==> src/rtl/uart_tx_fifo.sv <==
// uart_tx_fifo: buffered UART transmitter, FIFO-fed serialiser sending frames back-to-back
// Ports: clk, rst (sync active-high); i_wr_en/i_wr_data push a word; o_full, o_empty,
// o_count, o_overflow (sticky) report the FIFO; o_tx_serial is the line (idle high),
// o_tx_active spans start..last stop bit, o_tx_done pulses on the last frame cycle.
// Optional: define UART_TX_FIFO_PARITY_EN to insert a parity bit (PARITY_ODD selects odd).
module uart_tx_fifo #(
    parameter int CLKS_PER_BIT = 434,
    parameter int DATA_BITS    = 8,
    parameter int STOP_BITS    = 1,
    parameter int FIFO_DEPTH   = 16,
    parameter int PARITY_ODD   = 0
) (
    input  logic                              clk,
    input  logic                              rst,
    input  logic                              i_wr_en,
    input  logic [DATA_BITS-1:0]              i_wr_data,
    output logic                              o_full,
    output logic                              o_empty,
    output logic [$clog2(FIFO_DEPTH+1)-1:0]   o_count,
    output logic                              o_overflow,
    output logic                              o_tx_serial,
    output logic                              o_tx_active,
    output logic                              o_tx_done
);
    localparam int CW = $clog2(CLKS_PER_BIT);
    localparam int BW = $clog2(DATA_BITS);
    localparam int AW = $clog2(FIFO_DEPTH);
    localparam int NW = $clog2(FIFO_DEPTH+1);
    typedef enum logic [2:0] {
        IDLE, START, DATA,
`ifdef UART_TX_FIFO_PARITY_EN
        PARITY,
`endif
        STOP
    } state_t;
`ifdef UART_TX_FIFO_PARITY_EN
    localparam state_t AFTER_DATA = PARITY;
    logic par;
`else
    localparam state_t AFTER_DATA = STOP;
`endif
    logic [DATA_BITS-1:0] mem [FIFO_DEPTH];
    logic [AW-1:0]        wr_ptr, rd_ptr;
    logic [NW-1:0]        count;
    state_t               state, state_nx;
    logic [CW-1:0]        clk_cnt, clk_cnt_nx;
    logic [BW-1:0]        bit_idx, bit_idx_nx;
    logic [DATA_BITS-1:0] shreg, shreg_nx;
    logic                 tick, push, pop, serial_nx, done_nx;

    assign tick    = clk_cnt == CW'(CLKS_PER_BIT-1);
    assign push    = i_wr_en && !o_full;
    assign o_full  = count == NW'(FIFO_DEPTH);
    assign o_empty = count == '0;
    assign o_count = count;

    // The line/active/done outputs are registered from the current state, so they
    // trail the state register by one cycle; this gives the two-edge push-to-start latency.
    always_comb begin
        state_nx   = state;
        clk_cnt_nx = tick ? '0 : clk_cnt + 1'b1;
        bit_idx_nx = bit_idx;
        shreg_nx   = shreg;
        pop        = 1'b0;
        serial_nx  = 1'b1;
        done_nx    = 1'b0;
        case (state)
            IDLE: begin
                clk_cnt_nx = '0;
                if (!o_empty) begin
                    pop      = 1'b1;
                    state_nx = START;
                end
            end
            START: begin
                serial_nx = 1'b0;
                if (tick) state_nx = DATA;
            end
            DATA: begin
                serial_nx = shreg[0];
                if (tick) begin
                    shreg_nx   = shreg >> 1;
                    bit_idx_nx = bit_idx + 1'b1;
                    if (bit_idx == BW'(DATA_BITS-1)) begin
                        bit_idx_nx = '0;
                        state_nx   = AFTER_DATA;
                    end
                end
            end
`ifdef UART_TX_FIFO_PARITY_EN
            PARITY: begin
                serial_nx = par;
                if (tick) state_nx = STOP;
            end
`endif
            STOP: begin
                if (tick) begin
                    bit_idx_nx = bit_idx + 1'b1;
                    if (bit_idx == BW'(STOP_BITS-1)) begin
                        bit_idx_nx = '0;
                        done_nx    = 1'b1;
                        pop        = !o_empty;
                        state_nx   = o_empty ? IDLE : START;
                    end
                end
            end
            default: state_nx = IDLE;
        endcase
        if (pop) shreg_nx = mem[rd_ptr];
    end

    always_ff @(posedge clk) if (push) mem[wr_ptr] <= i_wr_data;

    always_ff @(posedge clk) begin
        if (rst) begin
            wr_ptr      <= '0;
            rd_ptr      <= '0;
            count       <= '0;
            o_overflow  <= 1'b0;
            state       <= IDLE;
            clk_cnt     <= '0;
            bit_idx     <= '0;
            shreg       <= '0;
            o_tx_serial <= 1'b1;
            o_tx_active <= 1'b0;
            o_tx_done   <= 1'b0;
        end else begin
            wr_ptr      <= push ? wr_ptr + 1'b1 : wr_ptr;
            rd_ptr      <= pop ? rd_ptr + 1'b1 : rd_ptr;
            count       <= count + NW'(push) - NW'(pop);
            o_overflow  <= o_overflow || (i_wr_en && o_full);
            state       <= state_nx;
            clk_cnt     <= clk_cnt_nx;
            bit_idx     <= bit_idx_nx;
            shreg       <= shreg_nx;
            o_tx_serial <= serial_nx;
            o_tx_active <= state != IDLE;
            o_tx_done   <= done_nx;
        end
    end

`ifdef UART_TX_FIFO_PARITY_EN
    // Parity is taken from the word as it leaves the FIFO.
    always_ff @(posedge clk) begin
        if (rst) par <= 1'b0;
        else if (pop) par <= (^mem[rd_ptr]) ^ (PARITY_ODD != 0);
    end
`endif
endmodule

==> config.mk <==
export PLATFORM = sky130hd
export DESIGN_NAME = uart_tx_fifo
export DESIGN_NICKNAME = d
export VERILOG_FILES = /design/src/rtl/uart_tx_fifo.sv
export SDC_FILE = /design/constraint.sdc
export NUM_CORES = 1
export LEC_CHECK = 0
export ABC_AREA = 1
export CAP_MARGIN = 20
export CORE_UTILIZATION = 40
export CTS_BUF_LIST = sky130_fd_sc_hd__clkbuf_4 sky130_fd_sc_hd__clkbuf_8 sky130_fd_sc_hd__clkbuf_16
export CTS_CLUSTER_SIZE = 8
export DETAILED_ROUTE_END_ITERATION = 10
export GPL_TIMING_DRIVEN = 0
export MAX_ROUTING_LAYER = met4
export PLACE_DENSITY_LB_ADDON = 0.15
export REMOVE_ABC_BUFFERS = 1
export SYNTH_ARGS = -nofsm -noshare
export SYNTH_HDL_FRONTEND = slang
export SYNTH_SLANG_ARGS = --single-unit
==> constraint.sdc <==
create_clock -name clk -period 2.9 [get_ports clk]
set_clock_uncertainty 0.15 [all_clocks]
set_input_delay 0.725 -clock clk [delete_from_list [all_inputs] [get_ports clk]]
set_output_delay 0.725 -clock clk [all_outputs]
set_load 0.05 [all_outputs]
* Word level (Yosys, flattened, before mapping)
Memories as Yosys holds them, arrays and structs flattened. A register that Yosys moved wholly into a read port is not among the register bits.
Index checks and enable logic that the tools add are counted.
** Word-level totals
- Register bits after elaboration :: 40
- Latch bits :: 0
- RAM bits :: 128
- Memory bits (read-only) :: 0
- Output and inout port bits :: 11
- Logic and storage cells :: 75
- Memories :: 1
** Memory list
- mem :: words 16, width 8, read ports 1, clocked after memory_dff 1, wr ports 1, RTL line 42 : logic [DATA_BITS-1:0] mem [FIFO_DEPTH];
** Cells by class
- $add $sub $neg :: 6
- Multiply operators :: 0
- Div/mod/pow operators :: 0
- Order comparisons :: 0
- Equality and inequality tests :: 12
- Shifts and indexed selects :: 0
- Multiplexer cells :: 26
- Bitwise logic cells :: 2
- Reduce and logical (&&, ||, !) cells :: 17
** Operators by type and width (number)
- two-way mux 3 bit :: 10
- two-way mux 8 bit :: 3
- inequality test 2 bit (second input constant) :: 6
- one-hot mux 3 bit (4 select lines) :: 1
- adder 9 x 1 -> 9 bit (second input constant) :: 1
- equality test 9 bit (second input constant) :: 1
- adder 4 x 1 -> 4 bit (second input constant) :: 2
- two-way mux 4 bit :: 2
- two-way mux 1 bit :: 7
- equality test 3 x 2 -> 1 bit (second input constant) :: 2
- zero test 3 bit :: 2
- one-hot mux 3 bit (2 select lines) :: 1
- AND reduction 6 bit :: 1
- nonzero test 2 bit :: 3
- OR reduction 3 bit :: 2
- adder 5 x 1 -> 5 bit :: 1
- equality test 5 bit (second input constant) :: 1
- zero test 5 bit :: 1
- subtractor 5 x 1 -> 5 bit :: 1
- one-hot mux 1 bit (2 select lines) :: 2
- adder 3 x 1 -> 3 bit (second input constant) :: 1
- equality test 3 x 1 -> 1 bit (second input constant) :: 1
- equality test 3 bit (second input constant) :: 1
- AND reduction 3 bit :: 1
- other kinds (6) :: 9

* Longest topological paths before layout
Gate-level depths: netlist of the first run.
- Depth after elaboration :: 7
- Depth in mapped cells :: 16
- Mapped depth without buffers :: 15

* Worst setup path before layout of the first run
Ideal clock, no wire load.
- Kind :: reg-to-reg
- Start :: reg count[2] (netlist: o_count[2])
- End :: reg count[4] (netlist: o_count[4])
- Setup time :: 0.119 ns
- Data arrival time :: 2.498 ns
- Setup slack :: 0.132 ns
- Stages on the path, launching flop included :: 16
- Buffers on the path :: 1
- Period minus slack after synthesis :: 2.768 ns
- Cell sequence :: dfxtp_1 inv_1 ha_1 nand4_1 nand2_1 inv_1 nand2_4 buf_6 nand2_1 nand2_1 ha_1 fa_1 nand3_1 nand2_1 o21ai_0 a21oi_1
** Between the ends
- Longest elaborated chain between the ends :: 6
- Elaborated cells between the ends (all ways) :: 11
- Classes of those cells :: add/sub: 2; eq/ne: 1; mux: 4; reduce/logical: 4
** RTL lines
- start, declared :: RTL line 44 : logic [NW-1:0] count;
- start signal, assigned :: RTL line 130 : count <= count + NW'(push) - NW'(pop);
- branches (longest 5 deep; another with adder 5 x 1 -> 5 bit)
- subtractor 5 x 1 -> 5 bit (*) :: RTL line 130
Every way passes the cells marked *.
A chain may end at the register's enable or synchronous reset.

* Worst setup path in the final report of the first run
- Start :: reg count[2] (netlist: o_count[2])
- End :: out o_empty
** Between the ends
- Longest elaborated chain between the ends :: 1
** RTL lines
- zero test 5 bit :: RTL line 54 : assign o_empty = count == '0;
- end, declared :: RTL line 18 : output logic o_empty,
No other way between the ends.

==> reports/metrics.csv, run 1 <==
stage;metric;value;unit
route;post-DR vias/cell;4.98;
global_routing;vias in the first global route;4812;
clocking;clk_lat worst skew;0.42;ns
synthesis;Synth Area per Inst;10.1;um2
floorplan;Die Area;19000;um2
timing;period utilisation layout;93.6;%
global_routing;global-route wire length before repair;25.5;mm
setup_path;Crit Path Category;flop to primary output;
timing;RSZ-0062 raised after global routing;false;
cells_and_area;Design Area, Final;8430;um2
pwr;Pwr Total;0.00761;W
timing;maximum clock rate;0.368;GHz
route;Routed WL;16.3;mm
synthesis;EDFF count, synth;128;
synthesis;post-synthesis sequential area ratio;63.6;%
synthesis;Yosys top cell area share;52.0;%
setup_path;Worst Setup SP;o_count[2];
synthesis;leading register cell type out of synthesis;edfxtp_1;
global_routing;initial antenna violation count;0;
setup_path;WP data required;2.03;ns
setup_path;Worst Path Max Fanout;4;
synthesis;ys async rst share;0;%
floorplan;Die Wd;138;um
cells_and_area;final layout net count;780;
clocking;CTS max path bufs;2;
global_routing;largest net degree at the start of global routing;64;
clocking;H-tree levels;4;
worst_hold_path;HP Start;o_overflow;
route;Final ANT Viol Nets;0;
cells_and_area;layout cells sized above 1;8.92;%
synthesis;synthesized cell area;7400;um2
synthesis;most common cell in the netlist;nand2_1;
synthesis;cells after synthesis;734;
placed_design;cell total after placement;956;
pwr;Pleak;3.17;nW
floorplan;Core ar.;18000;um2
clocking;total CTS buffers;17;
global_routing;Tot GR Track Use;19.2;%
synthesis;Synth area leader;edfxtp_1;
route;drt wl/cell;16.4;um
pwr;Power Dens Cells;903;nW/um2
global_routing;grt ovf;0;
clocking;Sink Count;171;
job;max-cap viol count;0;
setup_path;Worst EP arrival;1.84;ns
floorplan;Initial Util;41.0;%
cells_and_area;Ant. Diodes;0;
route;Residual DRC;0;
timing;Worst-Margin Slew;0.893;ns
timing;Setup violations, final;0;
floorplan;I/O pins;22;
floorplan;Die H;138;um
route;vias;4939;
placed_design;placed cell areas;7760;um2
cells_and_area;Layout area overhead;13.9;%
route;DRT iter0 DRCs;241;
timing;Hold Vio Cnt, Final;0;
timing;relative slew slack;40.2;%
worst_hold_path;Min-Delay Path Class;flop to flop;
placed_design;IO buf count;21;
synthesis;Ys Warns;0;
cells_and_area;post-layout util;46.8;%
cells_and_area;non-filler instance count after layout;991;
clocking;Worst-path clk slew;0.06;ns
placed_design;placer congestion estimate;0.747;
pwr;VDD IR max;0.577;mV
floorplan;# rows;49;
synthesis;Post-synth top cells;nand2_1, edfxtp_1, nor2_1;
clocking;CTS tree;done;
synthesis;number of distinct library cells after synthesis;35;
placed_design;Final HPWL DP;9.99;mm
route;Pre-Repair DR Iteration Count;5;
timing;max-slew violations;0;
setup_path;Worst setup SP type;flop;
synthesis;Yosys reg bits;171;
timing;post-route minimum period;2.72;ns
synthesis;top area cells in the synthesized netlist;edfxtp_1, dfxtp_1, nand2_1;
outcome;outcome;finished clean;
clocking;clk root buf;clkbuf_16;
setup_path;Worst Setup End Kind;primary output;
## logic make-up (layout without fill, tap and decap cells)
family	count (synthesis)	in the layout	synth area share (%)
xor gates and xnor gates	4	4	0.474
AOI/OAI and AO/OA	96	96	7.07
adders and majority gates	20	20	3.48
and+or+nand+nor	356	356	20.2
DFF	171	171	63.6
buffers and inverters	87	115	5.19
## path summary, 6_finish.rpt
| kind | end | slack, ns | cells after the start |
|---|---|---|---|
| hold reg to reg | o_overflow | 0.31 | 2 |
| setup reg to reg | shreg[4] | 0.23 | 8 |
| hold / removal | o_overflow | 0.31 | 2 |
| setup / recovery | o_empty | 0.18 | 5 |
## report_power, final
group / internal (W) / switching (W)
logic: 0.000750 / 0.00143
registers: 0.00281 / 0.000245
clock network: 0.00146 / 0.000914
## routing by layer
layer	vias to the layer above	track usage (%)	wire (um)	part of all wire, %
met5	-	-	0	0
met2	85	31.2	8160	50
li1	2485	-	-	-
met1	2356	23.6	7130	44
met4	0	6.40	221	1.4
met3	13	4.35	757	4.7
## flip-flops by register name (all words and copies together), names as in the netlist, named ones only
name / flops
mem: 128
clk_cnt: 9
shreg: 8
o_count: 5
rd_ptr: 4
wr_ptr: 4
bit_idx: 3
state: 2
o_overflow: 1
o_tx_active: 1
o_tx_done: 1
o_tx_serial: 1
## critical path: stages (launching register included)
cell,delay [ns]
dfxtp_1,0.33
inv_1,0.08
ha_1,0.19
nand4_1,0.20
inv_1,0.10
dlygate4sd2_1,0.52
## cell type report
cell class              instances  area (um2)
clock buffers                  23         489
clock inverters                 9         138
fillers                      1695        9600
inverters                      58         218
multi-input cells             476        2320
flip-flops and latches        171        4710
well taps                     229         287
repair buffers                 25         270
## stage by stage
| step | setup WS, ns | setup TNS, ns | hold slack, ns |
|---|---|---|---|
| floorplan | 0.0574 | 0 | 0.283 |
| global placement | -1.67 | -19.30 | 0.287 |
| detailed placement | -0.164 | -12.36 | 0.305 |
| CTS | 0.0736 | 0 | 0.315 |
| global route | 0.00128 | 0 | 0.344 |
| finish | 0.185 | 0 | 0.307 |
## cell usage in the layout, fill, tap and decap left out, types with 4 or more instances in the layout
| master | synthesis | final |
|---|---|---|
| a21oi_1 | 28 | 28 |
| clkbuf_16 | 0 | 17 |
| clkdlybuf4s50_1 | 0 | 19 |
| clkinv_4 | 0 | 4 |
| dfxtp_1 | 43 | 41 |
| edfxtp_1 | 128 | 128 |
| ha_1 | 19 | 18 |
| inv_1 | 54 | 54 |
| inv_2 | 4 | 4 |
| nand2_1 | 146 | 146 |
| nand2_2 | 9 | 9 |
| nand3_1 | 56 | 56 |
| nand4_1 | 4 | 4 |
| nor2_1 | 128 | 128 |
| o21ai_0 | 38 | 38 |
| o21ai_1 | 17 | 17 |
| o21ai_2 | 7 | 7 |
## repair_timing
action / in CTS / in global routing
hold buffers: 0 / 0
pin swaps: 0 / 1
endpoints found under the setup margin: 4 / 2
buffers inserted: 0 / 2
resized for setup: 3 / 1
No activity file was read; power rests on OpenSTA's default activity.
==> run 2, diff against run 1 <==
--- a/config.mk
+++ b/config.mk
@@ -15,6 +15,7 @@
 export MAX_ROUTING_LAYER = met4
 export PLACE_DENSITY_LB_ADDON = 0.15
 export REMOVE_ABC_BUFFERS = 1
+export SETUP_SLACK_MARGIN = 0.5
 export SYNTH_ARGS = -nofsm -noshare
 export SYNTH_HDL_FRONTEND = slang
 export SYNTH_SLANG_ARGS = --single-unit
==> run 2 against run 1 <==
  * Critical path depth increased by 1
  * Global-route usage is 0.12 points higher
  * Worst setup slack improved by 0.34 ns
  * Combinational power increased by 9%
  * Total power up 2.8%
  * Die area stayed put
  * Fmax up 14%
  * Sequential power about the same
  * Wire length is 1.8% higher
==> reports/metrics.csv, run 2 (same netlist as run 1, synthesis figures left out) <==
stage;metric;value;unit;change
outcome;outcome;finished clean;;
pwr;Pleak;3.23;nW;+2.0%
cells_and_area;leading cell type in the layout, fill and taps excluded;nand2_1;;
floorplan;Die H;138;um;unchanged
route;post-DR vias/cell;5.00;;+0.24%
setup_path;worst path bufs/invs;4;;+1
global_routing;met1 GRT Util;24.0;%;+0.34 points
floorplan;I/O pins;22;;unchanged
timing;Sum Neg Setup Slack;0;ns;unchanged
cells_and_area;max reg flops;128;;unchanged
route;Final ANT Viol Nets;0;;unchanged
clocking;Sink Count;171;;unchanged
cells_and_area;biggest regs;mem: 128 flops, clk_cnt: 9 flops, shreg: 8 flops;;
route;drt wl/cell;16.5;um;+0.75%
pwr;Clk network pwr share;30.4;%;-0.8 points
placed_design;cell total after placement;956;;unchanged
setup_path;Crit path largest cell delay;0.32;ns;-0.20 ns
setup_path;family with the most delay on the worst path;buffers and inverters;;
clocking;total CTS buffers;17;;unchanged
cells_and_area;most frequent cells in the layout;nand2_1, edfxtp_1, nor2_1;;
route;Routed WL;16.6;mm;+1.8%
setup_path;Worst EP arrival;1.50;ns;-0.34 ns
placed_design;placer congestion estimate;0.747;;unchanged
global_routing;global routing usage on met3;4.35;%;unchanged
clocking;CTS tree;done;;
placed_design;IO buf count;21;;unchanged
pwr;Comb pwr share;30.3;%;+1.7 points
timing;relative slew slack;51.2;%;+11 points
clocking;Worst-path clk slew;0.06;ns;about the same
global_routing;Tot GR Track Use;19.3;%;+0.12 points
pwr;VDD IR max;0.511;mV;-11%
worst_hold_path;Min-Delay Path Class;flop to flop;;
floorplan;# rows;49;;unchanged
timing;maximum clock rate;0.421;GHz;+14%
setup_path;Worst setup SP type;flop;;
global_routing;global-route wire length before repair;25.7;mm;+0.78%
setup_path;CP max-delay cell;dfxtp_2;;
global_routing;vias in the first global route;4854;;+0.87%
route;DRT iter0 DRCs;267;;+11%
cells_and_area;final layout net count;790;;+1.3%
clocking;cts hold-fix bufs;0;;unchanged
cells_and_area;layout cells sized above 1;14.9;%;+6.0 points
global_routing;initial antenna violation count;0;;unchanged
route;Pre-Repair DR Iteration Count;5;;unchanged
global_routing;grt ovf;0;;unchanged
timing;period utilisation layout;82.0;%;-12 points
setup_path;CP Cell Sequence;inv_2 > ha_4 > nand4_1 > buf_4 > inv_2 > buf_8;;
floorplan;Initial Util;41.0;%;unchanged
setup_path;Crit Path Category;flop to primary output;;
clocking;clk root buf;clkbuf_16;;
timing;Hold Vio Cnt, Final;0;;unchanged
floorplan;Die Wd;138;um;unchanged
route;Residual DRC;0;;unchanged
setup_path;Most common cell on crit path;inv_2;;
pwr;Power Dens Cells;907;nW/um2;+0.49%
worst_hold_path;HP Start;clk_cnt[0];;
cells_and_area;non-filler instance count after layout;1001;;+1.0%
setup_path;Worst Path Max Fanout;2;;-2
global_routing;met2 usage;31.3;%;about the same
floorplan;Die Area;19000;um2;unchanged
placed_design;Final HPWL DP;9.99;mm;unchanged
cells_and_area;Layout area overhead;16.6;%;
pwr;sequential share of power;39.4;%;-0.8 points
pwr;Sw Pwr;0.00269;W;+3.9%
setup_path;Worst Setup End Kind;primary output;;
pwr;switching share of power;34.3;%;+0.35 points
global_routing;largest net degree at the start of global routing;64;;unchanged
timing;Worst-Margin Slew;0.730;ns;-0.163 ns
pwr;Internal Pwr Total;0.00514;W;+2.3%
pwr;Pwr Total;0.00782;W;+2.8%
job;max-cap viol count;0;;unchanged
setup_path;Worst Setup SP;o_count[3];;
timing;RSZ-0062 raised after global routing;true;;
cells_and_area;Design Area, Final;8620;um2;+2.3%
floorplan;Core ar.;18000;um2;unchanged
setup_path;WP data required;2.03;ns;about the same
timing;max-slew violations;0;;unchanged
global_routing;GRT busiest layer;met2;;
cells_and_area;Top reg by flops;mem;;
clocking;clk_lat worst skew;0.42;ns;about the same
setup_path;Reg-to-Reg Start;bit_idx[0];;
route;vias;5001;;+1.3%
timing;post-route minimum period;2.38;ns;-0.339 ns
cells_and_area;fillers;1683;;-0.71%
clocking;CTS max path bufs;2;;unchanged
timing;Setup violations, final;0;;unchanged
clocking;H-tree levels;4;;unchanged
placed_design;placed cell areas;7760;um2;unchanged
cells_and_area;Ant. Diodes;0;;unchanged
## run 2: cell types whose count changed in the layout (fill, tap and decap cells not counted), sizes merged
cell and change:
dlygate4sd2 +7, clkdlybuf4s50 -9, buf +12
## run 2: final cells by class
| class | count | area, um2 | share of cell area, % |
|---|---|---|---|
| timing repair buffer | 35 | 324 | 3.76 |
| inverter | 58 | 220 | 2.55 |
| clock inverter | 9 | 138 | 1.60 |
| tap | 229 | 287 | 3.32 |
| sequential | 171 | 4720 | 54.8 |
| multi-input combinational | 476 | 2440 | 28.3 |
| clock buffer | 23 | 489 | 5.67 |
## run 2: power by group through the flow
stage	registers (W)	clock network (W)	logic, W
3_3_place_gp	0.00316	0	0.00201
2_1_floorplan	0.00319	0	0.00135
6_report	0.00308	0.00237	0.00237
3_5_place_dp	0.00312	0	0.00212
5_1_grt	0.00312	0.00251	0.00266
4_1_cts	0.00308	0.00241	0.00223
## run 2: worst paths after layout
kind | to | slack (ns) | cells past startpoint
max | o_empty | 0.52 | 6
min | clk_cnt[0] | 0.30 | 1
max reg2reg | o_count[4] | 0.57 | 15
min reg2reg | clk_cnt[0] | 0.30 | 1
## run 2: per-stage QoR
step | hold slack [ns] | setup slack [ns] | util [%]
6_report | 0.302 | 0.523 | 47.8
2_1_floorplan | 0.283 | 0.0574 | -
3_3_place_gp | 0.287 | -1.67 | 42.9
3_5_place_dp | 0.305 | -0.164 | 43.0
5_1_grt | 0.312 | 0.390 | 47.8
4_1_cts | 0.305 | 0.321 | 47.1
## run 2: timing repair
item,in CTS,in global routing
setup buffers,5,8
gates resized for setup,54,20
setup endpoints to repair,152,105
pin swaps,3,5
## run 2: metal layers
layer	vias up	wire length [um]	share of wire [%]
met1	2388	7270	44
li1	2507	-	-
met3	19	726	4.4
met4	0	234	1.4
met2	87	8320	50
met5	-	0	0
